--- config.mk ---
export PLATFORM = sky130hd
export DESIGN_NAME = udp_rx_parser
export DESIGN_NICKNAME = d
export VERILOG_FILES = /design/src/rtl/udp_rx_pkg.sv /design/src/rtl/crc32_d8.sv /design/src/rtl/udp_rx_parser.sv
export SDC_FILE = /design/constraint.sdc
export NUM_CORES = 1
export LEC_CHECK = 0
export ABC_AREA = 1
export BUFFER_PORTS_ARGS = -buffer_cell sky130_fd_sc_hd__buf_2
export CAP_MARGIN = 30
export CORE_AREA = 2 2 95 166
export DETAILED_ROUTE_END_ITERATION = 8
export DIE_AREA = 0 0 97 168
export GPL_TIMING_DRIVEN = 0
export PLACE_DENSITY = 0.89
export SLEW_MARGIN = 5
export SYNTH_ARGS = -nofsm -noshare
export SYNTH_HDL_FRONTEND = slang
export SYNTH_SLANG_ARGS = --single-unit
--- constraint.sdc ---
create_clock -name sys_clk -period 4 [get_ports sys_clk]
set_input_delay 0.8 -clock sys_clk [delete_from_list [all_inputs] [get_ports sys_clk]]
set_output_delay 0.8 -clock sys_clk [all_outputs]
set_load 0.03 [all_outputs]
--- src/rtl/udp_rx_pkg.sv ---
// Shared types and constants for the Ethernet/IPv4/UDP receive parser.
package udp_rx_pkg;

  typedef enum logic [2:0] {
    ST_IDLE,
    ST_PREAMBLE,
    ST_ETH_HDR,
    ST_IP_HDR,
    ST_UDP_HDR,
    ST_PAYLOAD,
    ST_TRAIL,
    ST_DROP
  } state_e;

  localparam logic [15:0] ETH_TYPE_IPV4 = 16'h0800;
  localparam logic [7:0]  IP_PROTO_UDP  = 8'd17;
  localparam logic [7:0]  IP_VER_IHL    = 8'h45;
  localparam logic [7:0]  PREAMBLE_BYTE = 8'h55;
  localparam logic [7:0]  SFD_BYTE      = 8'hD5;
  localparam logic [31:0] CRC_RESIDUE   = 32'hDEBB20E3;
  localparam logic [31:0] CRC_POLY_REFL = 32'hEDB88320;

  localparam int unsigned ETH_HDR_LEN  = 14;
  localparam int unsigned IP_HDR_LEN   = 20;
  localparam int unsigned UDP_HDR_LEN  = 8;
  localparam int unsigned MAX_PREAMBLE = 7;
  localparam int unsigned MIN_TRAIL    = 4;

  // One byte of reflected CRC-32, LSB of the byte first.
  function automatic logic [31:0] crc32_byte(input logic [31:0] crc, input logic [7:0] d);
    logic [31:0] c;
    c = crc ^ {24'h0, d};
    for (int i = 0; i < 8; i++) begin
      c = c[0] ? ((c >> 1) ^ CRC_POLY_REFL) : (c >> 1);
    end
    return c;
  endfunction

endpackage

--- src/rtl/crc32_d8.sv ---
// Byte-parallel reflected CRC-32 register with synchronous init and enable.
module crc32_d8
  import udp_rx_pkg::*;
(
  input  logic        clk,
  input  logic        rst_n,
  input  logic        init_i,
  input  logic        en_i,
  input  logic [7:0]  data_i,
  output logic [31:0] crc_o
);

  logic [31:0] crc_q, crc_d;

  always_comb begin
    crc_d = crc_q;
    if (init_i) begin
      crc_d = '1;
    end else if (en_i) begin
      crc_d = crc32_byte(crc_q, data_i);
    end
  end

  always_ff @(posedge clk or negedge rst_n) begin
    if (!rst_n) crc_q <= '1;
    else        crc_q <= crc_d;
  end

  assign crc_o = crc_q;

endmodule

--- src/rtl/udp_rx_parser.sv ---
// GMII Ethernet/IPv4/UDP receive parser: filters on MAC/IP/port, streams payload, FCS verdict.
// Define IP_CSUM_CHECK_EN to also drop frames whose IPv4 header checksum is wrong.
module udp_rx_parser
  import udp_rx_pkg::*;
#(
  parameter logic [47:0] LOCAL_MAC  = 48'h112233445566,
  parameter logic [31:0] LOCAL_IP   = 32'hC0A80180,
  parameter logic [15:0] LOCAL_PORT = 16'd1234,
  parameter int unsigned CNT_W      = 16
) (
  input  logic             sys_clk,
  input  logic             sys_rst_n,
  input  logic             gmii_rx_dv,
  input  logic             gmii_rx_er,
  input  logic [7:0]       gmii_rxd,
  output logic [7:0]       udp_data,
  output logic             udp_valid,
  output logic             udp_sof,
  output logic             udp_eof,
  output logic [15:0]      udp_len,
  output logic             pkt_done,
  output logic             pkt_ok,
  output logic [CNT_W-1:0] drop_cnt
);

  state_e           state_q, state_d;
  logic [15:0]      cnt_q, cnt_d;
  logic [39:0]      sh_q, sh_d;
  logic [15:0]      len_q, len_d;
  logic             err_q, err_d;
  logic             sof_seen_q, sof_seen_d;
  logic             dv_q;
  logic [7:0]       data_q, data_d;
  logic             valid_q, valid_d, sof_q, sof_d, eof_q, eof_d;
  logic [15:0]      ulen_q, ulen_d;
  logic             done_q, done_d, ok_q, ok_d;
  logic [CNT_W-1:0] drop_q, drop_d;
  logic             drop_inc_c, crc_init_c, crc_en_c, last_pay_c, crc_ok_c, csum_bad_c;
  logic [15:0]      hdr_word_c;
  logic [31:0]      crc;

  assign hdr_word_c = {sh_q[7:0], gmii_rxd};
  assign crc_ok_c   = (crc == CRC_RESIDUE);
  assign last_pay_c = (cnt_q == len_q - 16'd1);

  crc32_d8 u_crc (
    .clk    (sys_clk),
    .rst_n  (sys_rst_n),
    .init_i (crc_init_c),
    .en_i   (crc_en_c),
    .data_i (gmii_rxd),
    .crc_o  (crc)
  );

`ifdef IP_CSUM_CHECK_EN
  logic [15:0] sum_q, sum_d;
  logic [16:0] sum_add_c;

  // Ones-complement sum of the IPv4 header words with end-around carry.
  always_comb begin
    sum_add_c = 17'(sum_q) + 17'(hdr_word_c);
    sum_d     = sum_q;
    if (state_q != ST_IP_HDR) begin
      sum_d = '0;
    end else if (cnt_q[0]) begin
      sum_d = sum_add_c[15:0] + 16'(sum_add_c[16]);
    end
  end

  assign csum_bad_c = (sum_d != 16'hFFFF);

  always_ff @(posedge sys_clk or negedge sys_rst_n) begin
    if (!sys_rst_n) sum_q <= '0;
    else            sum_q <= sum_d;
  end
`else
  assign csum_bad_c = 1'b0;
`endif

  always_comb begin
    state_d    = state_q;
    cnt_d      = cnt_q + 16'd1;
    sh_d       = {sh_q[31:0], gmii_rxd};
    len_d      = len_q;
    err_d      = err_q;
    sof_seen_d = sof_seen_q;
    data_d     = data_q;
    valid_d    = 1'b0;
    sof_d      = 1'b0;
    eof_d      = 1'b0;
    ulen_d     = ulen_q;
    done_d     = 1'b0;
    ok_d       = 1'b0;
    drop_inc_c = 1'b0;
    crc_init_c = 1'b0;
    crc_en_c   = 1'b0;

    case (state_q)
      // A frame starts only on a dv rising edge, so frame tails after reset are ignored.
      ST_IDLE: begin
        crc_init_c = 1'b1;
        cnt_d      = 16'd1;
        err_d      = 1'b0;
        sof_seen_d = 1'b0;
        if (gmii_rx_dv && !dv_q && gmii_rxd == PREAMBLE_BYTE) state_d = ST_PREAMBLE;
      end
      ST_PREAMBLE: begin
        crc_init_c = 1'b1;
        if (!gmii_rx_dv) begin
          state_d = ST_IDLE;
        end else if (gmii_rx_er) begin
          state_d = ST_DROP;
        end else if (gmii_rxd == SFD_BYTE) begin
          state_d = ST_ETH_HDR;
          cnt_d   = '0;
        end else if (gmii_rxd != PREAMBLE_BYTE || cnt_q >= 16'(MAX_PREAMBLE)) begin
          state_d = ST_DROP;
        end
      end
      ST_ETH_HDR: begin
        crc_en_c = gmii_rx_dv;
        if (!gmii_rx_dv) begin
          drop_inc_c = 1'b1;
          state_d    = ST_IDLE;
        end else if (gmii_rx_er) begin
          state_d = ST_DROP;
        end else if (cnt_q == 16'd5 && {sh_q, gmii_rxd} != LOCAL_MAC) begin
          state_d = ST_DROP;
        end else if (cnt_q == 16'(ETH_HDR_LEN - 1)) begin
          state_d = (hdr_word_c == ETH_TYPE_IPV4) ? ST_IP_HDR : ST_DROP;
          cnt_d   = '0;
        end
      end
      ST_IP_HDR: begin
        crc_en_c = gmii_rx_dv;
        if (!gmii_rx_dv) begin
          drop_inc_c = 1'b1;
          state_d    = ST_IDLE;
        end else if (gmii_rx_er) begin
          state_d = ST_DROP;
        end else if (cnt_q == 16'd0 && gmii_rxd != IP_VER_IHL) begin
          state_d = ST_DROP;
        end else if (cnt_q == 16'd9 && gmii_rxd != IP_PROTO_UDP) begin
          state_d = ST_DROP;
        end else if (cnt_q == 16'(IP_HDR_LEN - 1)) begin
          state_d = ({sh_q[23:0], gmii_rxd} == LOCAL_IP && !csum_bad_c) ? ST_UDP_HDR : ST_DROP;
          cnt_d   = '0;
        end
      end
      ST_UDP_HDR: begin
        crc_en_c = gmii_rx_dv;
        if (!gmii_rx_dv) begin
          drop_inc_c = 1'b1;
          state_d    = ST_IDLE;
        end else if (gmii_rx_er) begin
          state_d = ST_DROP;
        end else if (cnt_q == 16'd3 && hdr_word_c != LOCAL_PORT) begin
          state_d = ST_DROP;
        end else if (cnt_q == 16'd5) begin
          if (hdr_word_c < 16'(UDP_HDR_LEN)) state_d = ST_DROP;
          len_d = hdr_word_c - 16'(UDP_HDR_LEN);
        end else if (cnt_q == 16'(UDP_HDR_LEN - 1)) begin
          cnt_d   = '0;
          state_d = (len_q == 16'd0) ? ST_TRAIL : ST_PAYLOAD;
          if (len_q != 16'd0) ulen_d = len_q;
        end
      end
      ST_PAYLOAD: begin
        crc_en_c = gmii_rx_dv;
        if (!gmii_rx_dv) begin
          done_d     = 1'b1;
          drop_inc_c = 1'b1;
          state_d    = ST_IDLE;
        end else begin
          valid_d    = 1'b1;
          data_d     = gmii_rxd;
          sof_d      = (cnt_q == 16'd0);
          eof_d      = last_pay_c;
          sof_seen_d = 1'b1;
          if (gmii_rx_er) err_d = 1'b1;
          if (last_pay_c) begin
            state_d = ST_TRAIL;
            cnt_d   = '0;
          end
        end
      end
      // Pad and FCS; the count only needs to prove the FCS was present.
      ST_TRAIL: begin
        crc_en_c = gmii_rx_dv;
        if (gmii_rx_dv) begin
          if (gmii_rx_er) err_d = 1'b1;
          cnt_d = (cnt_q < 16'(MIN_TRAIL)) ? cnt_q + 16'd1 : cnt_q;
        end else begin
          state_d = ST_IDLE;
          if (sof_seen_q) begin
            done_d     = 1'b1;
            ok_d       = crc_ok_c && !err_q && (cnt_q >= 16'(MIN_TRAIL));
            drop_inc_c = !ok_d;
          end
        end
      end
      ST_DROP: begin
        if (!gmii_rx_dv) begin
          drop_inc_c = 1'b1;
          state_d    = ST_IDLE;
        end
      end
      default: state_d = ST_IDLE;
    endcase

    drop_d = (drop_inc_c && drop_q != '1) ? drop_q + CNT_W'(1) : drop_q;
  end

  always_ff @(posedge sys_clk or negedge sys_rst_n) begin
    if (!sys_rst_n) begin
      state_q    <= ST_IDLE;
      cnt_q      <= '0;
      sh_q       <= '0;
      len_q      <= '0;
      err_q      <= 1'b0;
      sof_seen_q <= 1'b0;
      dv_q       <= 1'b1;
      data_q     <= '0;
      valid_q    <= 1'b0;
      sof_q      <= 1'b0;
      eof_q      <= 1'b0;
      ulen_q     <= '0;
      done_q     <= 1'b0;
      ok_q       <= 1'b0;
      drop_q     <= '0;
    end else begin
      state_q    <= state_d;
      cnt_q      <= cnt_d;
      sh_q       <= sh_d;
      len_q      <= len_d;
      err_q      <= err_d;
      sof_seen_q <= sof_seen_d;
      dv_q       <= gmii_rx_dv;
      data_q     <= data_d;
      valid_q    <= valid_d;
      sof_q      <= sof_d;
      eof_q      <= eof_d;
      ulen_q     <= ulen_d;
      done_q     <= done_d;
      ok_q       <= ok_d;
      drop_q     <= drop_d;
    end
  end

  assign udp_data  = data_q;
  assign udp_valid = valid_q;
  assign udp_sof   = sof_q;
  assign udp_eof   = eof_q;
  assign udp_len   = ulen_q;
  assign pkt_done  = done_q;
  assign pkt_ok    = ok_q;
  assign drop_cnt  = drop_q;

endmodule

==> results.py <==
metrics = {
    "global_route": {
        "grt_overflow": 0,
        "grt_pass1_wl_mm": 38.8,
        "antenna_found_initial": 0,
        "grt_use_total": 0.301,
        "grt_max_degree": 98,
        "grt_pass1_vias": 8159,
    },
    "worst_setup_path": {
        "critPathArrivalTime_ps": 2910,
        "endpoint_kind": "flop",
        "path_class": "in2reg",
        "startpoint_type": "primary input",
        "cp_max_fo": 10,
        "critical_path_required_ps": 4310,
    },
    "layout": {
        "diodes": 0,
        "final_area_um2": 9940,
        "fin_util": 0.659,
        "syn2layout_area_growth_pct": 13.2,
        "fin_nets": 1195,
        "fillers": 1236,
        "drive_gt1_frac": 0.166,
        "finalNonFillerCells": 1376,
        "layout_commonest_cell": "nand2_1",
        "mostFrequentLayoutCells": "nand2_1 (246), inv_1 (137), dfrtp_1 (122)",
    },
    "clock_network": {
        "cts_resized": 0,
        "insertion_delay_ps": 430,
        "hold_buffers": 0,
        "cts-root-buf": "clkbuf_16",
        "cts.reportedPaths.clkPinSlew_ps": 70,
        "numCtsBuffers": 17,
        "ctsLongestPathBuffers": 2,
        "cts_tree": "built",
        "cts_setup_buffers": 0,
        "htreeDepth": 4,
        "clock-sinks": 155,
    },
    "detailed_routing": {
        "drt_pass1_iterations": 7,
        "avgRoutedWirePerCell_um": 17.1,
        "wl_mm": 23.5,
        "top_layer": "met4",
        "met3_length_mm": 1.11,
        "wl_met2_mm": 12.5,
        "drc": 0,
        "drt-met1-wl_mm": 7.77,
        "via_count": 7828,
        "drt_iter0_drc": 534,
        "antenna_left": 0,
        "routed_via_density": 5.69,
    },
    "timing": {
        "grt_setup_unrepaired": "false",
        "setup_violations": 0,
        "slew_headroom": 0.544,
        "hold_viol": 0,
        "final_max_slew_viol_count": 0,
        "min_period_ps": 2600,
        "max_slew.worst_pin.slew_ps": 683,
        "timing.final.crit_share": 0.651,
        "fmax_mhz": 384,
        "setup_tns_ps": 0,
        "skew_ps": 12.6,
    },
    "floorplanning": {
        "fp.dieArea_um2": 16300,
        "fp-row-count": 60,
        "initial_utilization": 0.582,
        "die_h_um": 168,
        "io_pins": 57,
        "core_area_um2": 15100,
        "fp.dieW_um": 97,
    },
    "pwr": {
        "power_density_nw_per_um2": 684,
        "vdd_drop_max_mv": 0.582,
        "p_leak_nw": 4.66,
        "total_power_w": 0.00680,
    },
    "run_status": {
        "run_status": "finished, final reports clean",
    },
    "logic_synthesis": {
        "postSynthAreaPerCell_um2": 7.98,
        "syn-instance-count": 1101,
        "ys.warnings.count": 0,
        "ys_seq_area_frac": 0.446,
        "synthDistinctLibCells": 46,
        "syn_area_um2": 8780,
        "synth_edf_count": 0,
        "ys_seq_elements": 155,
        "syn_nets": 1119,
        "ys.flop_type": "dfrtp_1",
        "async_reset_ff_frac": 1.00,
    },
    "run": {
        "drv_cap": 0,
    },
    "placement": {
        "io_buffers": 56,
        "place.gp.congestion": 1.01,
        "placedCellCount": 1344,
        "post_dp_cell_area_um2": 9330,
        "hpwlAfterDp_mm": 17.7,
    },
    "worst_hold_path": {
        "holdCritPathClass": "in2async",
    },
}
[flip-flops by register name, summed over array words and instances, names as in the netlist]
register,count
sh_q,40
udp_valid,1
udp_data,8
err_q,1
state_q,3
u_crc.crc_o,32
cnt_q,16
len_q,16
udp_sof,1
drop_cnt,16
udp_eof,1
pkt_ok,1
dv_q,1
pkt_done,1
udp_len,16
sof_seen_q,1
[per-stage QoR]
| stage | worst slack [ps] | hold WS [ps] |
|---|---|---|
| 6_report | 1400 | 329 |
| 3_3_place_gp | -6.94 | 355 |
| 2_1_floorplan | 1770 | 354 |
| 3_5_place_dp | 1050 | 361 |
| 4_1_cts | 1480 | 343 |
| 5_1_grt | 1240 | 370 |
[power by group]
group / internal (W) / switching, W
registers: 0.00195 / 0.000301
clock network: 0.000852 / 0.000776
logic: 0.00102 / 0.00190
[layout make-up]
type	instances	area [µm²]	area share
clock buffers	17	425	0.0428
repair buffers	57	314	0.0316
well taps	186	233	0.0234
inverters	156	586	0.0589
clock inverters	15	186	0.0187
multi-input cells	765	4150	0.417
flip-flops and latches	155	3920	0.394
plain buffers	25	134	0.0135
[logic make-up after synthesis]
kind of cell,Yosys count,share of synthesized area
simple gates,520,0.256
buf+inv,181,0.0819
flops,155,0.446
compound gates,135,0.0894
xor+xnor,104,0.118
fa+ha+maj,6,0.00855
[per-layer routing]
layer	vias up	global-route usage
met4	0	0.255
met1	3698	0.290
met5	-	0
li1	3670	-
met2	330	0.550
met3	130	0.0482
[critical path, cell delays in order]
cell and delay [ps]:
buf_2 170, inv_2 110, nand2_1 100, nor3_1 490
nand2_1 250, o21ai_0 230, nand4_1 220, nor2_2 260
buf_6 210, a21oi_2 70
[Yosys cell counts (9+ instances only)]
cell type,number,share of area
a21oi_2,11,0.011
inv_2,19,0.0081
nor4_1,9,0.0064
nand2_1,246,0.11
dfstp_2,33,0.099
o22ai_1,21,0.015
dfrtp_1,122,0.35
nor3_1,32,0.018
o21ai_1,28,0.016
xor2_1,69,0.069
xnor2_1,26,0.026
inv_1,137,0.059
a21oi_1,23,0.013
nor2_1,120,0.051
nand3_1,64,0.036
buf_2,14,0.0080
o21ai_0,37,0.021
nand4_1,22,0.016
[path summary, 6_finish.rpt]
kind,startpoint,cells after the start,slack (ps),endpoint
min in group sys_clk,sh_q[19],0,370,sh_q[27]
max in group asynchronous,sys_rst_n,2,2810,u_crc.crc_o[8]
setup / recovery,gmii_rxd[3],10,1400,cnt_q[6]
setup reg to reg,len_q[0],14,1480,cnt_q[6]
hold / removal,sys_rst_n,1,330,sh_q[38]
hold reg to reg,sh_q[19],0,370,sh_q[27]
(Power assumes the default switching activity.)
